--- config.mk ---
export PLATFORM = sky130hd
export DESIGN_NAME = sr_drive_ctrl
export DESIGN_NICKNAME = d
export VERILOG_FILES = /design/src/rtl/sr_drive_pkg.sv /design/src/rtl/sr_drive_ctrl_debounce.sv /design/src/rtl/sr_drive_ctrl.sv
export SDC_FILE = /design/constraint.sdc
export NUM_CORES = 1
export LEC_CHECK = 0
export CAP_MARGIN = 10
export CORE_UTILIZATION = 45
export DETAILED_ROUTE_END_ITERATION = 8
export DONT_BUFFER_PORTS = 1
export PLACE_DENSITY = 0.6
export REMOVE_ABC_BUFFERS = 1
export SLEW_MARGIN = 30
export SYNTH_ARGS = -nofsm -noshare
export SYNTH_HDL_FRONTEND = slang
export SYNTH_SLANG_ARGS = --single-unit
--- constraint.sdc ---
create_clock -name i_clk -period 1.85 [get_ports i_clk]
set_clock_uncertainty 0.1 [all_clocks]
set_input_delay 0.37 -clock i_clk [delete_from_list [all_inputs] [get_ports i_clk]]
set_output_delay 0.37 -clock i_clk [all_outputs]
set_load 0.01 [all_outputs]
--- src/rtl/sr_drive_pkg.sv ---
// Shared types, default timing constants and counter-width helper for the
// sr_latch drive controller.
package sr_drive_pkg;

    typedef enum logic [1:0] {
        ST_IDLE  = 2'd0,
        ST_SET_P = 2'd1,
        ST_RST_P = 2'd2,
        ST_GAP   = 2'd3
    } drv_state_e;

    localparam int DEF_DEB_CYCLES   = 4;
    localparam int DEF_PULSE_CYCLES = 3;
    localparam int DEF_GAP_CYCLES   = 2;

    // Bits needed to hold 0..n, never narrower than one bit.
    function automatic int cnt_width(input int n);
        return (n < 1) ? 1 : $clog2(n + 1);
    endfunction

endpackage

--- src/rtl/sr_drive_ctrl_debounce.sv ---
// One request channel: 2-FF synchroniser, stability debounce and rising-edge
// detect on the filtered level.
module sr_debounce
    import sr_drive_pkg::*;
#(
    parameter int DEB_CYCLES = DEF_DEB_CYCLES
) (
    input  logic i_clk,
    input  logic i_rst,
    input  logic i_req,
    output logic o_filt,
    output logic o_evt
);

    localparam int              CW   = cnt_width(DEB_CYCLES);
    localparam logic [CW-1:0]   TERM = CW'(DEB_CYCLES - 1);

    logic          s1_q;
    logic          s2_q;
    logic          filt_q;
    logic          filt_dly_q;
    logic [CW-1:0] cnt_q;

    // Synchronise, then only accept a new level after it has differed from
    // the filtered level for DEB_CYCLES consecutive cycles.
    always_ff @(posedge i_clk) begin
        if (i_rst) begin
            s1_q       <= 1'b0;
            s2_q       <= 1'b0;
            filt_q     <= 1'b0;
            filt_dly_q <= 1'b0;
            cnt_q      <= '0;
        end else begin
            s1_q       <= i_req;
            s2_q       <= s1_q;
            filt_dly_q <= filt_q;
            if (s2_q == filt_q) begin
                cnt_q <= '0;
            end else if (cnt_q >= TERM) begin
                filt_q <= s2_q;
                cnt_q  <= '0;
            end else begin
                cnt_q <= cnt_q + CW'(1);
            end
        end
    end

    assign o_filt = filt_q;
    assign o_evt  = filt_q & ~filt_dly_q;

endmodule

--- src/rtl/sr_drive_ctrl.sv ---
// Drive controller for sr_latch: debounced set/reset requests become mutually
// exclusive fixed-width pulses separated by a guard gap.
module sr_drive_ctrl
    import sr_drive_pkg::*;
#(
    parameter int DEB_CYCLES   = DEF_DEB_CYCLES,
    parameter int PULSE_CYCLES = DEF_PULSE_CYCLES,
    parameter int GAP_CYCLES   = DEF_GAP_CYCLES
) (
    input  logic i_clk,
    input  logic i_rst,
    input  logic i_set_req,
    input  logic i_rst_req,
    output logic o_s,
    output logic o_r,
    output logic o_busy,
    output logic o_state_q,
    output logic o_conflict
);

    localparam int            MAXC   = (PULSE_CYCLES > GAP_CYCLES) ? PULSE_CYCLES : GAP_CYCLES;
    localparam int            CW     = cnt_width(MAXC);
    localparam logic [CW-1:0] P_TERM = CW'(PULSE_CYCLES - 1);
    localparam logic [CW-1:0] G_TERM = CW'((GAP_CYCLES > 0) ? (GAP_CYCLES - 1) : 0);

    logic [1:0]    unused_filt_s;
    logic          evt_set_s;
    logic          evt_rst_s;
    logic          req_set_s;
    logic          req_rst_s;

    drv_state_e    state_q;
    logic [CW-1:0] cnt_q;
    logic          pend_set_q;
    logic          pend_rst_q;
    logic          s_q;
    logic          r_q;
    logic          busy_q;
    logic          latch_q;
    logic          conflict_q;

    sr_debounce #(.DEB_CYCLES(DEB_CYCLES)) u_deb_set (
        .i_clk  (i_clk),
        .i_rst  (i_rst),
        .i_req  (i_set_req),
        .o_filt (unused_filt_s[0]),
        .o_evt  (evt_set_s)
    );

    sr_debounce #(.DEB_CYCLES(DEB_CYCLES)) u_deb_rst (
        .i_clk  (i_clk),
        .i_rst  (i_rst),
        .i_req  (i_rst_req),
        .o_filt (unused_filt_s[1]),
        .o_evt  (evt_rst_s)
    );

    assign req_set_s = evt_set_s | pend_set_q;
    assign req_rst_s = evt_rst_s | pend_rst_q;

    // Pulse sequencer; every output is assigned alongside the state it belongs to.
    always_ff @(posedge i_clk) begin
        if (i_rst) begin
            state_q    <= ST_IDLE;
            cnt_q      <= '0;
            pend_set_q <= 1'b0;
            pend_rst_q <= 1'b0;
            s_q        <= 1'b0;
            r_q        <= 1'b0;
            busy_q     <= 1'b0;
            latch_q    <= 1'b0;
            conflict_q <= 1'b0;
        end else begin
            conflict_q <= 1'b0;
            case (state_q)
                ST_IDLE: begin
                    cnt_q <= '0;
                    if (req_set_s && req_rst_s) begin
                        conflict_q <= 1'b1;
                        pend_set_q <= 1'b0;
                        pend_rst_q <= 1'b0;
                    end else if (req_set_s) begin
                        state_q    <= ST_SET_P;
                        pend_set_q <= 1'b0;
                        s_q        <= 1'b1;
                        busy_q     <= 1'b1;
                    end else if (req_rst_s) begin
                        state_q    <= ST_RST_P;
                        pend_rst_q <= 1'b0;
                        r_q        <= 1'b1;
                        busy_q     <= 1'b1;
                    end else begin
                        state_q <= ST_IDLE;
                    end
                end
                ST_SET_P, ST_RST_P: begin
                    pend_set_q <= pend_set_q | evt_set_s;
                    pend_rst_q <= pend_rst_q | evt_rst_s;
                    if (cnt_q >= P_TERM) begin
                        latch_q <= (state_q == ST_SET_P);
                        s_q     <= 1'b0;
                        r_q     <= 1'b0;
                        cnt_q   <= '0;
                        // A zero-length gap returns straight to IDLE.
                        if (GAP_CYCLES == 0) begin
                            state_q <= ST_IDLE;
                            busy_q  <= 1'b0;
                        end else begin
                            state_q <= ST_GAP;
                        end
                    end else begin
                        cnt_q <= cnt_q + CW'(1);
                    end
                end
                ST_GAP: begin
                    pend_set_q <= pend_set_q | evt_set_s;
                    pend_rst_q <= pend_rst_q | evt_rst_s;
                    if (cnt_q >= G_TERM) begin
                        state_q <= ST_IDLE;
                        busy_q  <= 1'b0;
                        cnt_q   <= '0;
                    end else begin
                        cnt_q <= cnt_q + CW'(1);
                    end
                end
                default: begin
                    state_q <= ST_IDLE;
                    cnt_q   <= '0;
                    s_q     <= 1'b0;
                    r_q     <= 1'b0;
                    busy_q  <= 1'b0;
                end
            endcase
        end
    end

    assign o_s        = s_q;
    assign o_r        = r_q;
    assign o_busy     = busy_q;
    assign o_state_q  = latch_q;
    assign o_conflict = conflict_q;

endmodule

Word level (Yosys, flattened, before mapping)
Index checks and enable logic that the tools add are counted.
- flip-flop bits (word level): 25
- input port bits: 4
- output and inout port bits: 5
- add/sub/neg operators: 3
- order comparisons: 4
- equality and inequality tests: 15
- muxes and demuxes: 29
- bitwise logic cells: 9
- reductions and logical operators: 17
- operator list (kind ; count):
    $mux W1 ; 15
    $mux W2 ; 7
    $ne A2 B2 Y1 const B ; 6
    $ne A3 B3 Y1 const B ; 4
    $pmux W2 S3 ; 2
    $pmux W1 S2 ; 5
    $reduce_or A3 Y1 ; 3
    $reduce_and A2 Y1 ; 4
    $reduce_and A4 Y1 ; 2
    $add A3 B1 Y3 const B ; 2
    $ge A3 B2 Y1 const B ; 2
    $not A1 Y1 ; 5
    $reduce_and A5 Y1 ; 1
    $eq A2 B2 Y1 const B ; 2
    $reduce_bool A2 Y1 ; 2
    $reduce_or A2 Y1 ; 2
    $reduce_and A3 Y1 ; 1
    $add A2 B1 Y2 const B ; 1
    $and A1 B1 Y1 ; 2
    $eq A1 B1 Y1 ; 2
    $eq A2 B1 Y1 const B ; 1
    $ge A2 B1 Y1 const B ; 1
    $ge A2 B2 Y1 const B ; 1
    $logic_not A2 Y1 ; 1
    other kinds (2) ; 3

Depth between registers and ports, before layout
Gate-level depths: netlist of run 1.
- word-level depth: 7
- mapped depth: 6
- gate-level depth less buffers: 6

By module
Synthesis of run 1 repeated with hierarchy kept, for this count alone.
- cells, all modules: 106
- area, all modules: 1113.6 sq um
- by module, submodules not included (module ; instances ; cells each ; area each (sq um)):
    sr_drive_ctrl ; 1 ; 64 ; 593.1
    sr_debounce ; 2 ; 21 ; 260.2

Worst setup path before layout of run 1
No wires, ideal clock.
- path kind: register -> register
- start point: register u_deb_set.cnt_q[0]
- end point: register u_deb_set.cnt_q[0]
- library setup time: 65 ps
- arrival time: 1390 ps
- data required time: 1685 ps
- slack: 296 ps
- cell stages (with the launch flop): 6
- buffers on the path: 0
- clock period less this slack: 1554 ps
- cell sequence: dfxtp_1 -> ha_1 -> ha_1 -> a211o_1 -> or3_1 -> nor2_1
- cells in the longest elaborated chain, start to end: 2
- elaborated cells on any way between the ends: 3
- those cells by class: add/sub (1); order compare (1); reduce/logical (1)
- RTL lines (item ; line ; source):
    from (decl) ; sr_drive_ctrl_debounce.sv:22 ; logic [CW-1:0] cnt_q;
    from (signal assigned) ; sr_drive_ctrl_debounce.sv:43 ; cnt_q <= cnt_q + CW'(1);
    $ge A3 B2 Y1 ; sr_drive_ctrl_debounce.sv:39 ; end else if (cnt_q >= TERM) begin
    $reduce_or A3 Y1 (no line) ; n/a ;
Parallel ways exist; a longest one is shown, timed or not.
A chain may end at the register's enable or synchronous reset.

Final worst setup path of run 1
- start point: register state_q[0]
- end point: register state_q[1]
- cells in the longest elaborated chain, start to end: 4
- elaborated cells on any way between the ends: 10
- those cells by class: eq/ne (6); mux (1); reduce/logical (3)
- RTL lines (item ; line ; source):
    from (decl) ; sr_drive_ctrl.sv:32 ; drv_state_e state_q;
    from (signal assigned) ; sr_drive_ctrl.sv:64 ; state_q <= ST_IDLE;
    from (signal assigned) ; sr_drive_ctrl.sv:83 ; state_q <= ST_SET_P;
    from (signal assigned) ; sr_drive_ctrl.sv:88 ; state_q <= ST_RST_P;
    $eq A2 B1 Y1 / $eq A2 B2 Y1 (equally long branches) ; sr_drive_ctrl.sv:75 ; case (state_q)
    $reduce_or A2 Y1 ; sr_drive_ctrl.sv:75 ;
    $ne A2 B2 Y1 (no line) ; n/a ;
    $reduce_and A3 Y1 (no line) ; n/a ;
Parallel ways exist; a longest one is shown, timed or not.

==> metrics.cfg, run 1 <==
[status]
status=finished, final reports clean

[sta]
fmax_ghz=0.5928
fin_crit_sh=0.9118
relSlewSlack=0.7292
final-setup-viol-count=0
rsz0062_at_grt=no
tns_ns=0
min_period_ns=1.687
worstMarginPinSlew_ns=0.4062
slew_violations=0
setup_slack_ns=0.1631
hold_viol=0

[route]
dr.pass1.iters=4
drc=0
drt_iter0_drc=6
drt-vias-per-instance=5.241
wire_per_inst_um=12.74
wirelength_um=1848
drt.antenna.violating_nets=0
vias=760

[yosys]
yosysSeqAreaShare=0.4530
synth_cell_types=30
ys.warnings.count=0
postSynthCellCount=113
syn_area_um2=1105
yosysTopAreaCellShare=0.4530
synth_top_cell_by_area=dfxtp_1
syn_avg_cell_area_um2=9.777
netlist_top_cells_area=dfxtp_1 (45%), ha_1 (14%), nor2_1 (4.8%), nor2b_1 (4.0%), inv_1 (3.7%)
synth-seq-cells=25

[die]
num_io_pins=9
core_um2=2255
start_util=0.4900
die_w_um=51.55
dieArea_um2=2657
rows=17
die_h_um=51.55

[clock_tree]
cts.sinks=25
h-tree-depth=1
cts_buffer_depth=2
tritoncts=done
cts_root_buf=clkbuf_4
cts_buffers=3
clock_latency_ns=0.31
cts_setup_buffers=0
path_clk_slew_ns=0.13

[setup_path]
crit_buf_inv=1
cp-start-kind=register
crit_arrival_ns=1.82
crit_family=compound AO/OA/AOI/OAI gates
critPathCaptureType=register
path_max_fanout=7
cp_slowest_stage_delay_ns=0.40
crit_required_ns=1.98
critPathKind=register to register
path_cells=inv_1, ha_1, a22oi_2, o21ai_1, a221oi_1
crit_slowest_cell=ha_1

[final_layout]
num_antenna_cells=0
area_delta_synth_final_pct=7.588
drive_gt1_frac=0.05983
most-common-layout-cells=dfxtp_1 (25), nor2_1 (14), ha_1 (12), inv_1 (11), nor2b_1 (7)
fill_cells=220
final_nets=134
fin_area_um2=1189
final_common_cell=dfxtp_1

[hold_path]
hold_class=input pin to register

[global_route]
grt_max_degree=18
antenna_found_initial=0
first_global_vias=736
grt-ovfl-total=0
grt_pass1_wl_um=3001
grt_usage=0.1559

[pwr]
peakVddDrop_mv=0.7039
p_leak_nw=0.4774
p_per_area_nw_per_um2=919.1

[placement]
gp_congestion=0.6409
dpl_worst_slack_ns=0.1109
numPortBuffers=0
dpl.hpwl_um=1231
placed_cell_area_um2=1127

[job]
cap_violations=0

==> report_power, final <==
part           total, mW  internal, mW  switching (mW)
registers          0.580         0.564          0.0154
logic              0.274         0.113           0.161
clock network      0.238        0.0842           0.154
total               1.09         0.761           0.331
==> routing by layer <==
metal | global-route usage | wire length, um
met1 | 0.1734 | 838
met4 | 0.08108 | 27
met5 | 0 | 0
met2 | 0.2792 | 911
met3 | 0.02924 | 69
==> sequential cells by signal, indices dropped and copies added (netlist names), 2 cells and up <==
signal	flops
u_deb_set.cnt_q	3
u_deb_rst.cnt_q	3
cnt_q	2
state_q	2
==> Yosys cell counts <==
library cell and number:
a211o_1 2, a211oi_1 1, a211oi_2 1, a21o_1 2, a221oi_1 2, a22oi_1 1
a31oi_1 2, a32oi_1 1, buf_2 1, clkbuf_1 2, dfxtp_1 25, ha_1 12
inv_1 11, mux2i_1 3, nand2_1 3, nand2b_2 1, nand3b_1 4, nor2_1 14
nor2b_1 7, nor2b_4 1, nor3_1 4, nor3b_1 1, nor4_1 1, nor4b_1 1
o211a_1 1, o21ai_0 1, o21ai_1 3, or3_1 2, or3b_1 1, xnor2_1 2
==> final timing paths <==
check,start,to,slack [ns],cells after the start
min reg2reg,u_deb_set.s1_q,u_deb_set.s2_q,0.35,1
max,state_q[0],state_q[1],0.16,5
min,i_set_req,u_deb_set.s1_q,0.08,1
max reg2reg,state_q[0],state_q[1],0.16,5
==> stage by stage <==
step	cells	total power [mW]	utilization	hold WS, ns
after global placement	138	0.8362	0.5000	0.3183
after detailed placement	138	0.8431	0.5000	0.3280
after CTS	144	1.093	0.5205	0.0007557
after floorplan	110	0.7902	-	0.3138
after global routing	145	1.165	0.5272	0.07075
final	145	1.092	0.5272	0.08305
==> final cells by class <==
class,instances,area (um2),area share
timing repair buffer,3,30.03,0.02526
sequential,25,500.5,0.4211
inverter,11,41.29,0.03474
multi-input combinational,74,555.5,0.4674
clock buffer,4,26.28,0.02211
tap,28,35.03,0.02947
==> repair_timing <==
action	4_1_cts	5_1_grt
setup endpoints to repair	0	2
gates resized for setup	0	1
hold endpoints to repair	7	10
hold buffers	2	1
==> logic make-up after synthesis <==
logic type	synth area share
xor gates and xnor gates	0.01586
AOI/OAI and AO/OA	0.1166
buffers and inverters	0.04870
and+or+nand+nor	0.2027
DFF	0.4530
adders and majority gates	0.1359
muxes	0.02718
(Power assumes the default switching activity.)
==> inputs of run 2 (changes only) <==
--- a/config.mk
+++ b/config.mk
@@ -7,6 +7,7 @@
 export LEC_CHECK = 0
 export CAP_MARGIN = 10
 export CORE_UTILIZATION = 45
+export CTS_CLUSTER_SIZE = 28
 export DETAILED_ROUTE_END_ITERATION = 8
 export DONT_BUFFER_PORTS = 1
 export PLACE_DENSITY = 0.6
==> results of run 2 <==
No change in the layout: final DEF, timing and power equal those of run 1.
==> inputs of run 3 (changes only) <==
--- a/config.mk
+++ b/config.mk
@@ -10,6 +10,7 @@
 export CTS_CLUSTER_SIZE = 28
 export DETAILED_ROUTE_END_ITERATION = 8
 export DONT_BUFFER_PORTS = 1
+export GPL_TIMING_DRIVEN = 0
 export PLACE_DENSITY = 0.6
 export REMOVE_ABC_BUFFERS = 1
 export SLEW_MARGIN = 30
==> run 3 against run 2 <==
  * Critical path depth stayed put
  * Sequential share of layout area stayed put
  * Power is 1.0% lower
  * Sequential cell count stayed put
  * Highest routed layer unchanged
==> metrics.cfg, run 3 (same netlist as run 1, synthesis figures left out) <==
[setup_path]
path_max_fanout=7
critPathKind=register to register
crit_required_ns=1.97
cp-start-kind=register
crit_arrival_ns=1.82
critPathCaptureType=register

[sta]
setup_slack_ns=0.1554
slew_violations=0
hold_viol=0
rsz0062_at_grt=no
min_period_ns=1.695
fmax_ghz=0.5901
relSlewSlack=0.7397
fin_crit_sh=0.9160
tns_ns=0
final-setup-viol-count=0
worstMarginPinSlew_ns=0.3904

[route]
drc=0
drt_iter0_drc=2
drt.antenna.violating_nets=0
vias=753
drt-vias-per-instance=5.193
wire_per_inst_um=11.96
wirelength_um=1734
dr.pass1.iters=4

[clock_tree]
cts.sinks=25
cts_setup_buffers=0
tritoncts=done
h-tree-depth=1
cts_buffer_depth=2
clock_latency_ns=0.31
path_clk_slew_ns=0.12
cts_buffers=3
cts_root_buf=clkbuf_4

[die]
num_io_pins=9
dieArea_um2=2657
core_um2=2255
start_util=0.4900
rows=17
die_h_um=51.55
die_w_um=51.55

[status]
status=finished, final reports clean

[final_layout]
final_common_cell=dfxtp_1
area_delta_synth_final_pct=7.588
finish.utilization=0.5272
multi_input_area_um2=555.5
fill_cells=230
most-common-layout-cells=dfxtp_1 (25), nor2_1 (14), ha_1 (12), inv_1 (11), nor2b_1 (7)
seqCellArea_um2=500.5
num_antenna_cells=0
final_nets=134
largestRegisters=u_deb_rst.cnt_q (3), u_deb_set.cnt_q (3)
drive_gt1_frac=0.05983

[global_route]
grt-ovfl-total=0
grt_usage=0.1613
grt_max_degree=16
grt_pass1_wl_um=3132
first_global_vias=768
antenna_found_initial=0

[pwr]
p_per_area_nw_per_um2=909.8
peakVddDrop_mv=0.7372
p_leak_nw=0.4774

[placement]
gp_congestion=0.6688
dpl_worst_slack_ns=0.1043
numPortBuffers=0
dpl.hpwl_um=1195

[hold_path]
hold_class=input pin to register

[job]
cap_violations=0

[run 3: report_power, final]
group	total (mW)	switching [mW]	internal (mW)
Clock	0.232	0.148	0.0842
Sequential	0.579	0.0151	0.564
Combinational	0.270	0.157	0.113
[run 3: final timing paths]
kind / depth (start not counted) / slack (ns) / to / startpoint
hold / removal: 1 / 0.02 / u_deb_rst.o_filt / i_rst
hold reg to reg: 1 / 0.35 / u_deb_set.cnt_q[0] / u_deb_set.cnt_q[0]
setup reg to reg: 5 / 0.16 / state_q[1] / state_q[0]
setup / recovery: 5 / 0.16 / state_q[1] / state_q[0]
[run 3: critical path, cell delays in order, from the launching register on]
cell and delay (ns):
dfxtp_1 0.39, inv_1 0.09, ha_1 0.40, a22oi_2 0.22, o21ai_1 0.12, a221oi_1 0.29
[run 3: final cells by class]
cell class / instances / area share
multi-input cells: 74 / 0.4674
inverters: 11 / 0.03474
clock buffers: 4 / 0.02211
repair buffers: 3 / 0.02526
well taps: 28 / 0.02947
flip-flops and latches: 25 / 0.4211
[run 3: metrics by stage]
| stage | area [um2] | std cells | hold WS [ns] | power, mW |
|---|---|---|---|---|
| final | 1189 | 145 | 0.02215 | 1.081 |
| after global routing | 1189 | 145 | 0.001707 | 1.158 |
| after CTS | 1174 | 144 | 0.002081 | 1.090 |
| after detailed placement | 1127 | 138 | 0.3338 | 0.8439 |
| after global placement | 1127 | 138 | 0.3167 | 0.8390 |
| after floorplan | 1092 | 110 | 0.3138 | 0.7902 |
[run 3: what timing repair did]
item / in CTS / in global routing
endpoints found under the hold margin: 6 / 7
gates resized for setup: 0 / 1
endpoints found under the setup margin: 0 / 2
hold buffers: 2 / 1
[run 3: routing by layer]
metal,up-vias,GRT usage,routed length (um)
met4,0,0.04054,12
met3,2,0.06725,70
li1,393,-,-
met1,350,0.1836,814
met5,-,0,0
met2,8,0.2771,836
